`src/rtl/core_pkg.sv`:
```
// Shared core definitions: data-bus access sizes, interface FSM states and
// the alignment rule used when a load/store request is accepted.
package core_pkg;

   localparam logic [1:0] DBUS_SIZE_B = 2'd0;
   localparam logic [1:0] DBUS_SIZE_H = 2'd1;
   localparam logic [1:0] DBUS_SIZE_W = 2'd2;

   typedef enum logic [1:0] {
      IDLE   = 2'd0,
      ACCESS = 2'd1,
      RESP   = 2'd2
   } dbusif_state_t;

   // Size 3 is illegal; halves need an even address, words a 4-byte one.
   function automatic logic dbus_misaligned(input logic [1:0] size, input logic [1:0] off);
      dbus_misaligned = (size == 2'd3) ||
                        (size == DBUS_SIZE_H && off[0]) ||
                        (size == DBUS_SIZE_W && off != 2'd0);
   endfunction

endpackage

```
`src/rtl/dbus_lane.sv`:
```
// Byte-lane steering for the data bus: store-side enables and replicated
// write data, load-side alignment and sign/zero extension.
module dbus_lane
   import core_pkg::*;
(
   input  logic [1:0]  st_size,
   input  logic [1:0]  st_off,
   input  logic [31:0] wd,
   output logic [3:0]  be,
   output logic [31:0] wdata,
   input  logic [1:0]  ld_size,
   input  logic [1:0]  ld_off,
   input  logic        ld_uns,
   input  logic [31:0] rdata,
   output logic [31:0] rd
);

   logic [31:0] sh;

   always_comb begin
      be    = 4'b0000;
      wdata = wd;
      case (st_size)
         DBUS_SIZE_B: begin
            be    = 4'b0001 << st_off;
            wdata = {4{wd[7:0]}};
         end
         DBUS_SIZE_H: begin
            be    = 4'b0011 << st_off;
            wdata = {2{wd[15:0]}};
         end
         DBUS_SIZE_W: be = 4'hF;
         default:     be = 4'b0000;
      endcase
   end

   always_comb begin
      sh = rdata >> {ld_off, 3'b000};
      case (ld_size)
         DBUS_SIZE_B: rd = {{24{~ld_uns & sh[7]}}, sh[7:0]};
         DBUS_SIZE_H: rd = {{16{~ld_uns & sh[15]}}, sh[15:0]};
         default:     rd = sh;
      endcase
   end

endmodule

```
`src/rtl/core_dbusif.sv`:
```
// Load/store responder for the ID stage: one request at a time, alignment
// check, single-outstanding system bus transfer with timeout abort.
module core_dbusif
   import core_pkg::*;
#(
   parameter int TIMEOUT = 255
) (
   input  logic        clk,
   input  logic        rstn,
   input  logic        dbusif_req,
   input  logic        dbusif_w_rb,
   input  logic [1:0]  dbusif_size,
   input  logic        dbusif_uns,
   input  logic [31:0] dbusif_addr,
   input  logic [31:0] dbusif_wd,
   output logic        dbusif_done,
   output logic        dbusif_err,
   output logic [31:0] dbusif_rd,
   output logic        bus_req,
   output logic        bus_we,
   output logic [31:0] bus_addr,
   output logic [3:0]  bus_be,
   output logic [31:0] bus_wdata,
   input  logic        bus_ready,
   input  logic [31:0] bus_rdata,
   input  logic        bus_err
);

   localparam int CW = $clog2(TIMEOUT + 1);
   localparam logic [CW-1:0] TO = CW'(TIMEOUT);

   dbusif_state_t state, state_nxt;
   logic [CW-1:0] cnt, cnt_inc;
   logic          r_w_rb, r_uns;
   logic [1:0]    r_size, r_off;
   logic          accept, bad, timeout;
   logic          done_nxt, err_nxt;
   logic [31:0]   rd_nxt, lane_rd, lane_wdata;
   logic [3:0]    lane_be;

   dbus_lane u_lane (
      .st_size (dbusif_size),
      .st_off  (dbusif_addr[1:0]),
      .wd      (dbusif_wd),
      .be      (lane_be),
      .wdata   (lane_wdata),
      .ld_size (r_size),
      .ld_off  (r_off),
      .ld_uns  (r_uns),
      .rdata   (bus_rdata),
      .rd      (lane_rd)
   );

   assign accept  = dbusif_req && (state != ACCESS);
   assign bad     = accept && dbus_misaligned(dbusif_size, dbusif_addr[1:0]);
   assign cnt_inc = (cnt == {CW{1'b1}}) ? cnt : cnt + 1'b1;
   // cnt holds completed wait cycles, so the abort lands after TIMEOUT cycles of bus_req.
   assign timeout = !bus_ready && (cnt_inc == TO);

   always_ff @(posedge clk) begin
      if (!rstn) state <= IDLE;
      else       state <= state_nxt;
   end

   always_comb begin
      state_nxt = state;
      err_nxt   = 1'b0;
      rd_nxt    = 32'h0;
      case (state)
         ACCESS: begin
            if (bus_ready) begin
               state_nxt = RESP;
               err_nxt   = bus_err;
               rd_nxt    = (bus_err || r_w_rb) ? 32'h0 : lane_rd;
            end else if (timeout) begin
               state_nxt = RESP;
               err_nxt   = 1'b1;
            end
         end
         default: begin
            state_nxt = IDLE;
            if (accept) begin
               state_nxt = bad ? RESP : ACCESS;
               err_nxt   = bad;
            end
         end
      endcase
      done_nxt = (state_nxt == RESP);
   end

   always_ff @(posedge clk) begin
      if (!rstn) begin
         dbusif_done <= 1'b0;
         dbusif_err  <= 1'b0;
         dbusif_rd   <= 32'h0;
         bus_req     <= 1'b0;
         bus_we      <= 1'b0;
         bus_addr    <= 32'h0;
         bus_be      <= 4'h0;
         bus_wdata   <= 32'h0;
         cnt         <= '0;
         r_w_rb      <= 1'b0;
         r_uns       <= 1'b0;
         r_size      <= 2'd0;
         r_off       <= 2'd0;
      end else begin
         dbusif_done <= done_nxt;
         dbusif_err  <= err_nxt;
         dbusif_rd   <= rd_nxt;
         if (accept) begin
            r_w_rb <= dbusif_w_rb;
            r_uns  <= dbusif_uns;
            r_size <= dbusif_size;
            r_off  <= dbusif_addr[1:0];
         end
         if (accept && !bad) begin
            bus_req   <= 1'b1;
            bus_we    <= dbusif_w_rb;
            bus_addr  <= {dbusif_addr[31:2], 2'b00};
            bus_be    <= lane_be;
            bus_wdata <= lane_wdata;
            cnt       <= '0;
         end else if (state == ACCESS) begin
            if (bus_ready || timeout) bus_req <= 1'b0;
            else                      cnt     <= cnt_inc;
         end
      end
   end

endmodule

```
`config.mk`:
```
export PLATFORM = sky130hd
export DESIGN_NAME = core_dbusif
export DESIGN_NICKNAME = d
export VERILOG_FILES = /design/src/rtl/core_pkg.sv /design/src/rtl/dbus_lane.sv /design/src/rtl/core_dbusif.sv
export SDC_FILE = /design/constraint.sdc
export NUM_CORES = 1
export LEC_CHECK = 0
export ABC_AREA = 1
export BUFFER_PORTS_ARGS = -buffer_cell sky130_fd_sc_hd__buf_2
export CORE_ASPECT_RATIO = 1.5
export CORE_UTILIZATION = 48
export DETAILED_ROUTE_END_ITERATION = 8
export PLACE_DENSITY = 0.77
export REMOVE_ABC_BUFFERS = 1
export SYNTH_ARGS = -nofsm -noshare
export SYNTH_HDL_FRONTEND = slang
export SYNTH_SLANG_ARGS = --single-unit
```
`constraint.sdc`:
```
create_clock -name clk -period 2.21 [get_ports clk]
set_input_delay 0.221 -clock clk [delete_from_list [all_inputs] [get_ports clk]]
set_output_delay 0.221 -clock clk [all_outputs]
set_load 0.01 [all_outputs]
```
==> results of run 1 <==
[cells in the mapped netlist, drive strengths merged]
cell / number / share of area (%)
ha: 1 / 0.25
dfxtp: 118 / 46
nand4: 6 / 0.74
inv: 52 / 3.8
conb: 1 / 0.074
a21oi: 58 / 6.1
clkbuf: 21 / 1.5
o211ai: 1 / 0.25
nor2: 103 / 8.3
nand3: 32 / 3.6
nor3: 2 / 0.20
o21bai: 1 / 0.15
a41oi: 1 / 0.17
o21a: 1 / 0.17
and3: 1 / 0.12
xor2: 1 / 0.17
clkinv: 1 / 0.074
buf: 22 / 2.4
a21o: 1 / 0.15
a31oi: 16 / 2.0
o21ai: 101 / 10
a21boi: 1 / 0.15
nand2: 171 / 13
[cell type report]
class | count | area [um2]
clock buffers | 20 | 466.7
clock inverters | 9 | 151.4
fillers | 937 | 3406
inverters | 53 | 198.9
multi-input cells | 500 | 2347
flip-flops and latches | 118 | 2362
well taps | 141 | 176.4
repair buffers | 217 | 1139
[metrics by stage]
stage	worst slack (ns)	setup TNS [ns]	area [um2]	hold WS, ns
after floorplan	-1.164	-55.23	4903	0.3551
after global placement	0.3577	0	6223	0.4410
after detailed placement	0.3305	0	6223	0.4482
after CTS	0.3370	0	6842	0.02157
after global routing	0.1573	0	6842	0.02975
final	0.3319	0	6842	0.02794
[layout by cell type, fill, tap and decap left out, drive strengths merged]
cell type,n
buf,217
nand2,171
dfxtp,118
nor2,103
o21ai,101
a21oi,58
inv,52
nand3,32
clkbuf,20
a31oi,16
nand4,6
clkinv,5
bufinv,4
nor3,2
conb,2
o21bai,1
xor2,1
o211ai,1
o21a,1
a21o,1
and3,1
a21boi,1
a41oi,1
ha,1
clkinvlp,1
[power by group]
part | switching (mW) | internal, mW | total [mW]
Clock | 0.939 | 1.95 | 2.89
Combinational | 0.480 | 0.288 | 0.768
Sequential | 0.0580 | 2.25 | 2.31
Total | 1.48 | 4.49 | 5.96
[per-layer routing]
metal / wire [um] / vias up
met5: 0 / -
met4: 399 / 0
met3: 1203 / 27
met2: 6999 / 229
met1: 5614 / 2343
li1: - / 2701
[worst paths after layout]
check | slack, ns | startpoint | endpoint
worst max-delay path | 0.33 | cnt[1]$_SDFFE_PP0P_ | dbusif_err$_SDFF_PN0_
worst min-delay path | 0.03 | dbusif_addr[31] | bus_addr[31]$_SDFFE_PN0P_
worst min register to register | 0.46 | bus_be[3]$_SDFFE_PN0P_ | bus_be[3]$_SDFFE_PN0P_
worst max register to register | 0.33 | cnt[1]$_SDFFE_PP0P_ | dbusif_err$_SDFF_PN0_
[worst reg2reg max path: stages (launching register included)]
cell and delay, ns:
dfxtp_1 0.41, ha_1 0.22, nand2_2 0.11, inv_2 0.12, nand3_1 0.11, nand3_1 0.15
nand2_2 0.08, nor2_4 0.12, nand2_4 0.09, nand2_1 0.06, nand2_1 0.07, nand2_1 0.07
nand2_1 0.09, nor2_1 0.12
[kinds of logic after synthesis]
family	synth area share, %
other cells	0.07351
xor+xnor	0.1717
flops	46.31
buf+inv	7.849
fa+ha+maj	0.2452
simple gates	26.17
compound gates	19.18
[flip-flops by register name (all words and copies together), names as in the netlist]
name         flops
bus_req          1
bus_be           4
r_off            2
dbusif_rd       32
bus_wdata       32
cnt              8
r_w_rb           1
r_uns            1
bus_we           1
bus_addr        30
state            2
dbusif_err       1
r_size           2
dbusif_done      1
==> impl_metrics.tcl, run 1 <==
set metrics [dict create \
    wl_per_cell_um 13.44 \
    dp_cells 1029 \
    min_period_over_period_pct 84.98 \
    ant_nets 0 \
    cts_tree "yes" \
    cp-end-kind "register" \
    fp.coreArea_um2 10250 \
    slew_violations 0 \
    final_core_util_pct 66.76 \
    dp_hpwl_mm 10.03 \
    slowest_stage "dfxtp_1" \
    cts-buffers-inserted 17 \
    holdPathStages 3 \
    crit_cells 13 \
    synth_warnings 0 \
    synthDistinctLibCells 35 \
    area_growth_pct 34.12 \
    grt_start_max_net_pins 94 \
    crit_path_cell_trace "ha_1 -> nand2_2 -> inv_2 -> nand3_1 -> nand3_1 -> nand2_2 -> nor2_4 -> nand2_4 -> nand2_1 -> nand2_1 -> nand2_1 -> nand2_1 -> nor2_1" \
    hold_viol_final 0 \
    cts_setup_buffers 0 \
    cts_buffer_depth 2 \
    ir_drop_mv 0.5669 \
    relSlewSlack_pct 59.38 \
    fin_cells 1058 \
    cap_violations 0 \
    start_kind "register" \
    die-area_um2 11050 \
    grt_pass1_wl_mm 22.41 \
    slowest_delay_ns 0.41 \
    critical_path.max_fanout 7 \
    setup_viol 0 \
    antennaDiodeCount 0 \
    grt_pass1_vias 4854 \
    postSynthAreaPerCell_um2 7.154 \
    top_level_ports 209 \
    use_met2_pct 45.38 \
    holdCritPathClass "in2reg" \
    vias 5300 \
    clock_latency_ns 0.41 \
    crit_type "reg2reg" \
    cts_sinks 118 \
    met1_usage_pct 28.21 \
    power_mw 5.962 \
    cts_resized 0 \
    period_minus_slack_ns 1.878 \
    layout-drive-gt1-share_pct 30.64 \
    drt-pass1-iter-count 5 \
    clkTransAtPathRegs_ns 0.05 \
    cp_top_family "simple AND/OR/NAND/NOR gates" \
    max_freq_mhz 532.5 \
    met3_usage_pct 8.178 \
    start_util_pct 49.78 \
    drt_iter0_markers 226 \
    postSynthCellCount 713 \
    antenna_found_initial 0 \
    finClkSkew_ns 0.007554 \
    grt_overflow 0 \
    viasPerCell 5.009 \
    hold_buffers 0 \
    path_buf_inv 1 \
    root_buffer "clkbuf_16" \
    worstPathRequired_ns 2.55 \
    finalNetCount 1013 \
    yosysSeqAreaShare_pct 46.31 \
    status "finished, final reports clean" \
    rsz0062_at_grt "false" \
    wl_mm 14.22 \
    p_leak_nw 3.558 \
    gp_congestion 0.8809 \
    powerDensity_nw_per_um2 871.5 \
    fp.dieH_um 128.3 \
    crit_path_frequent_cell "nand2_1" \
    rows 45 \
    portBuffers 206 \
    grt_usage_pct 26.07 \
    tightest_slew_ns 0.6093 \
    drc 0 \
    arrival_ns 2.22 \
    die_x_um 86.17 \
    reg2reg_depth 13 \
    htreeDepth 4 \
    synth-seq-cells 118 \
    synth_area_um2 5101 \
    busiest_layer "met2" \
]
Note: power is estimated with default switching activity, not from simulation.
==> run 2, diff against run 1 <==
clock period = 2 ns   (was 2.21 ns; I/O delays follow)
==> run 2 against run 1 <==
  * Sequential power is 10% higher
  * Die area stayed put
  * Largest cell class unchanged
  * Utilization is 0.63 points higher
  * Sequential share of layout area is 0.31 points lower
  * Wire length is 1.3% higher
  * Critical path depth stayed put
  * Global-route usage is 0.65 points higher
  * Flip-flop and latch count stayed put
  * Power is 12% higher
  * Clock power is 13% higher
==> impl_metrics.tcl, run 2 (same netlist as run 1, synthesis figures left out) <==
set metrics [dict create \
    status "finished, final reports clean" \
    min_period_over_period_pct 89.94 \
    antennaDiodeCount 0 \
    start_util_pct 49.78 \
    critical_path.max_fanout 12 \
    die-area_um2 11050 \
    cts_setup_buffers 0 \
    power_mw 6.694 \
    htreeDepth 4 \
    cts_buffer_depth 2 \
    slew_violations 0 \
    top_level_ports 209 \
    cts_resized 0 \
    period_minus_slack_ns 1.799 \
    grt_pass1_wl_mm 23.12 \
    grt_pass1_vias 4954 \
    layout_common_cells "buf_2 (206), nand2_1 (160), dfxtp_1 (117), nor2_1 (95), o21ai_0 (90)" \
    cap_violations 0 \
    drt_iter0_markers 260 \
    clkTransAtPathRegs_ns 0.06 \
    start_kind "register" \
    drc 0 \
    reg.largest.list "bus_wdata (32), dbusif_rd (32), bus_addr (30)" \
    grt_overflow 0 \
    cp-end-kind "register" \
    drt-pass1-iter-count 5 \
    powerDensity_nw_per_um2 969.3 \
    area_growth_pct 35.39 \
    dp_hpwl_mm 10.18 \
    tightest_slew_ns 0.6467 \
    layout-drive-gt1-share_pct 31.28 \
    place_area_um2 6254 \
    hold_viol_final 0 \
    relSlewSlack_pct 56.73 \
    clock_latency_ns 0.41 \
    p_leak_nw 3.579 \
    ant_nets 0 \
    max_freq_mhz 555.9 \
    portBuffers 206 \
    rsz0062_at_grt "false" \
    multi_input_area_um2 2347 \
    ir_drop_mv 0.6821 \
    die_x_um 86.17 \
    finalNetCount 1017 \
    root_buffer "clkbuf_16" \
    wl_mm 14.41 \
    wl_per_cell_um 13.53 \
    fp.dieH_um 128.3 \
    cts-buffers-inserted 17 \
    viasPerCell 5.027 \
    holdCritPathClass "in2reg" \
    mostFrequentLayoutCell "buf_2" \
    fill_cells 931 \
    finClkSkew_ns 0.008394 \
    cts_tree "yes" \
    cts_sinks 118 \
    worstPathRequired_ns 2.35 \
    grt_start_max_net_pins 72 \
    vias 5354 \
    arrival_ns 2.15 \
    antenna_found_initial 0 \
    gp_congestion 0.8878 \
    design_area_um2 6907 \
    rows 45 \
    setup_viol 0 \
    grt_usage_pct 26.72 \
    hold_buffers 0 \
    crit_type "reg2reg" \
    area.sequential_um2 2364 \
    fp.coreArea_um2 10250 \
]
-- run 2: worst paths after layout --
path	from	cells after the start	end	slack (ns)
max	cnt[0]$_SDFFE_PP0P_	13	cnt[0]$_SDFFE_PP0P_	0.20
min	dbusif_addr[22]	3	bus_addr[22]$_SDFFE_PN0P_	0.01
max reg2reg	cnt[0]$_SDFFE_PP0P_	13	cnt[0]$_SDFFE_PP0P_	0.20
min reg2reg	bus_we$_SDFFE_PN0P_	2	bus_we$_SDFFE_PN0P_	0.46
-- run 2: worst max-delay path: stages (launching register included) --
cell and delay [ns]:
dfxtp_1 0.38, ha_1 0.20, nand2_2 0.10, inv_2 0.12
nand3_1 0.12, nand2_1 0.10, nand2_1 0.08, nand2_1 0.08
nor2_2 0.05, nand2_4 0.10, nand3_4 0.17, nand2_1 0.11
nand2_1 0.05, nor2_1 0.08
-- run 2: report_power, final --
part           internal (mW)  leakage, nW  total (mW)  switching [mW]
registers               2.48        0.966        2.55          0.0632
logic                  0.328         2.31       0.865           0.537
clock network           2.22        0.304        3.28            1.07
-- run 2: stage by stage --
| step | std cells | TNS, ns | setup slack [ns] | hold slack, ns | utilization (%) |
|---|---|---|---|---|---|
| after floorplan | 671 | -71.97 | -1.374 | 0.3341 | - |
| after global placement | 1033 | 0 | 0.2513 | 0.4215 | 61.03 |
| after detailed placement | 1033 | 0 | 0.2016 | 0.4281 | 61.03 |
| after CTS | 1065 | 0 | 0.1398 | 0.0005611 | 67.39 |
| after global routing | 1065 | 0 | 0.04927 | 0.002702 | 67.40 |
| final | 1065 | 0 | 0.2012 | 0.01154 | 67.40 |
-- run 2: area by class of cell --
class,instances,area share (%)
Timing Repair Buffer,221,16.92
Clock inverter,11,2.482
Inverter,53,2.880
Sequential cell,118,34.22
Multi-Input combinational cell,500,33.99
Clock buffer,21,6.957
Tap cell,141,2.554
-- run 2: layer usage --
metal  track usage [%]  share of wire [%]
met1             29.67                 40
met2             46.17                 50
met3             9.337                8.3
met4             10.69                2.4
met5                 0                  0
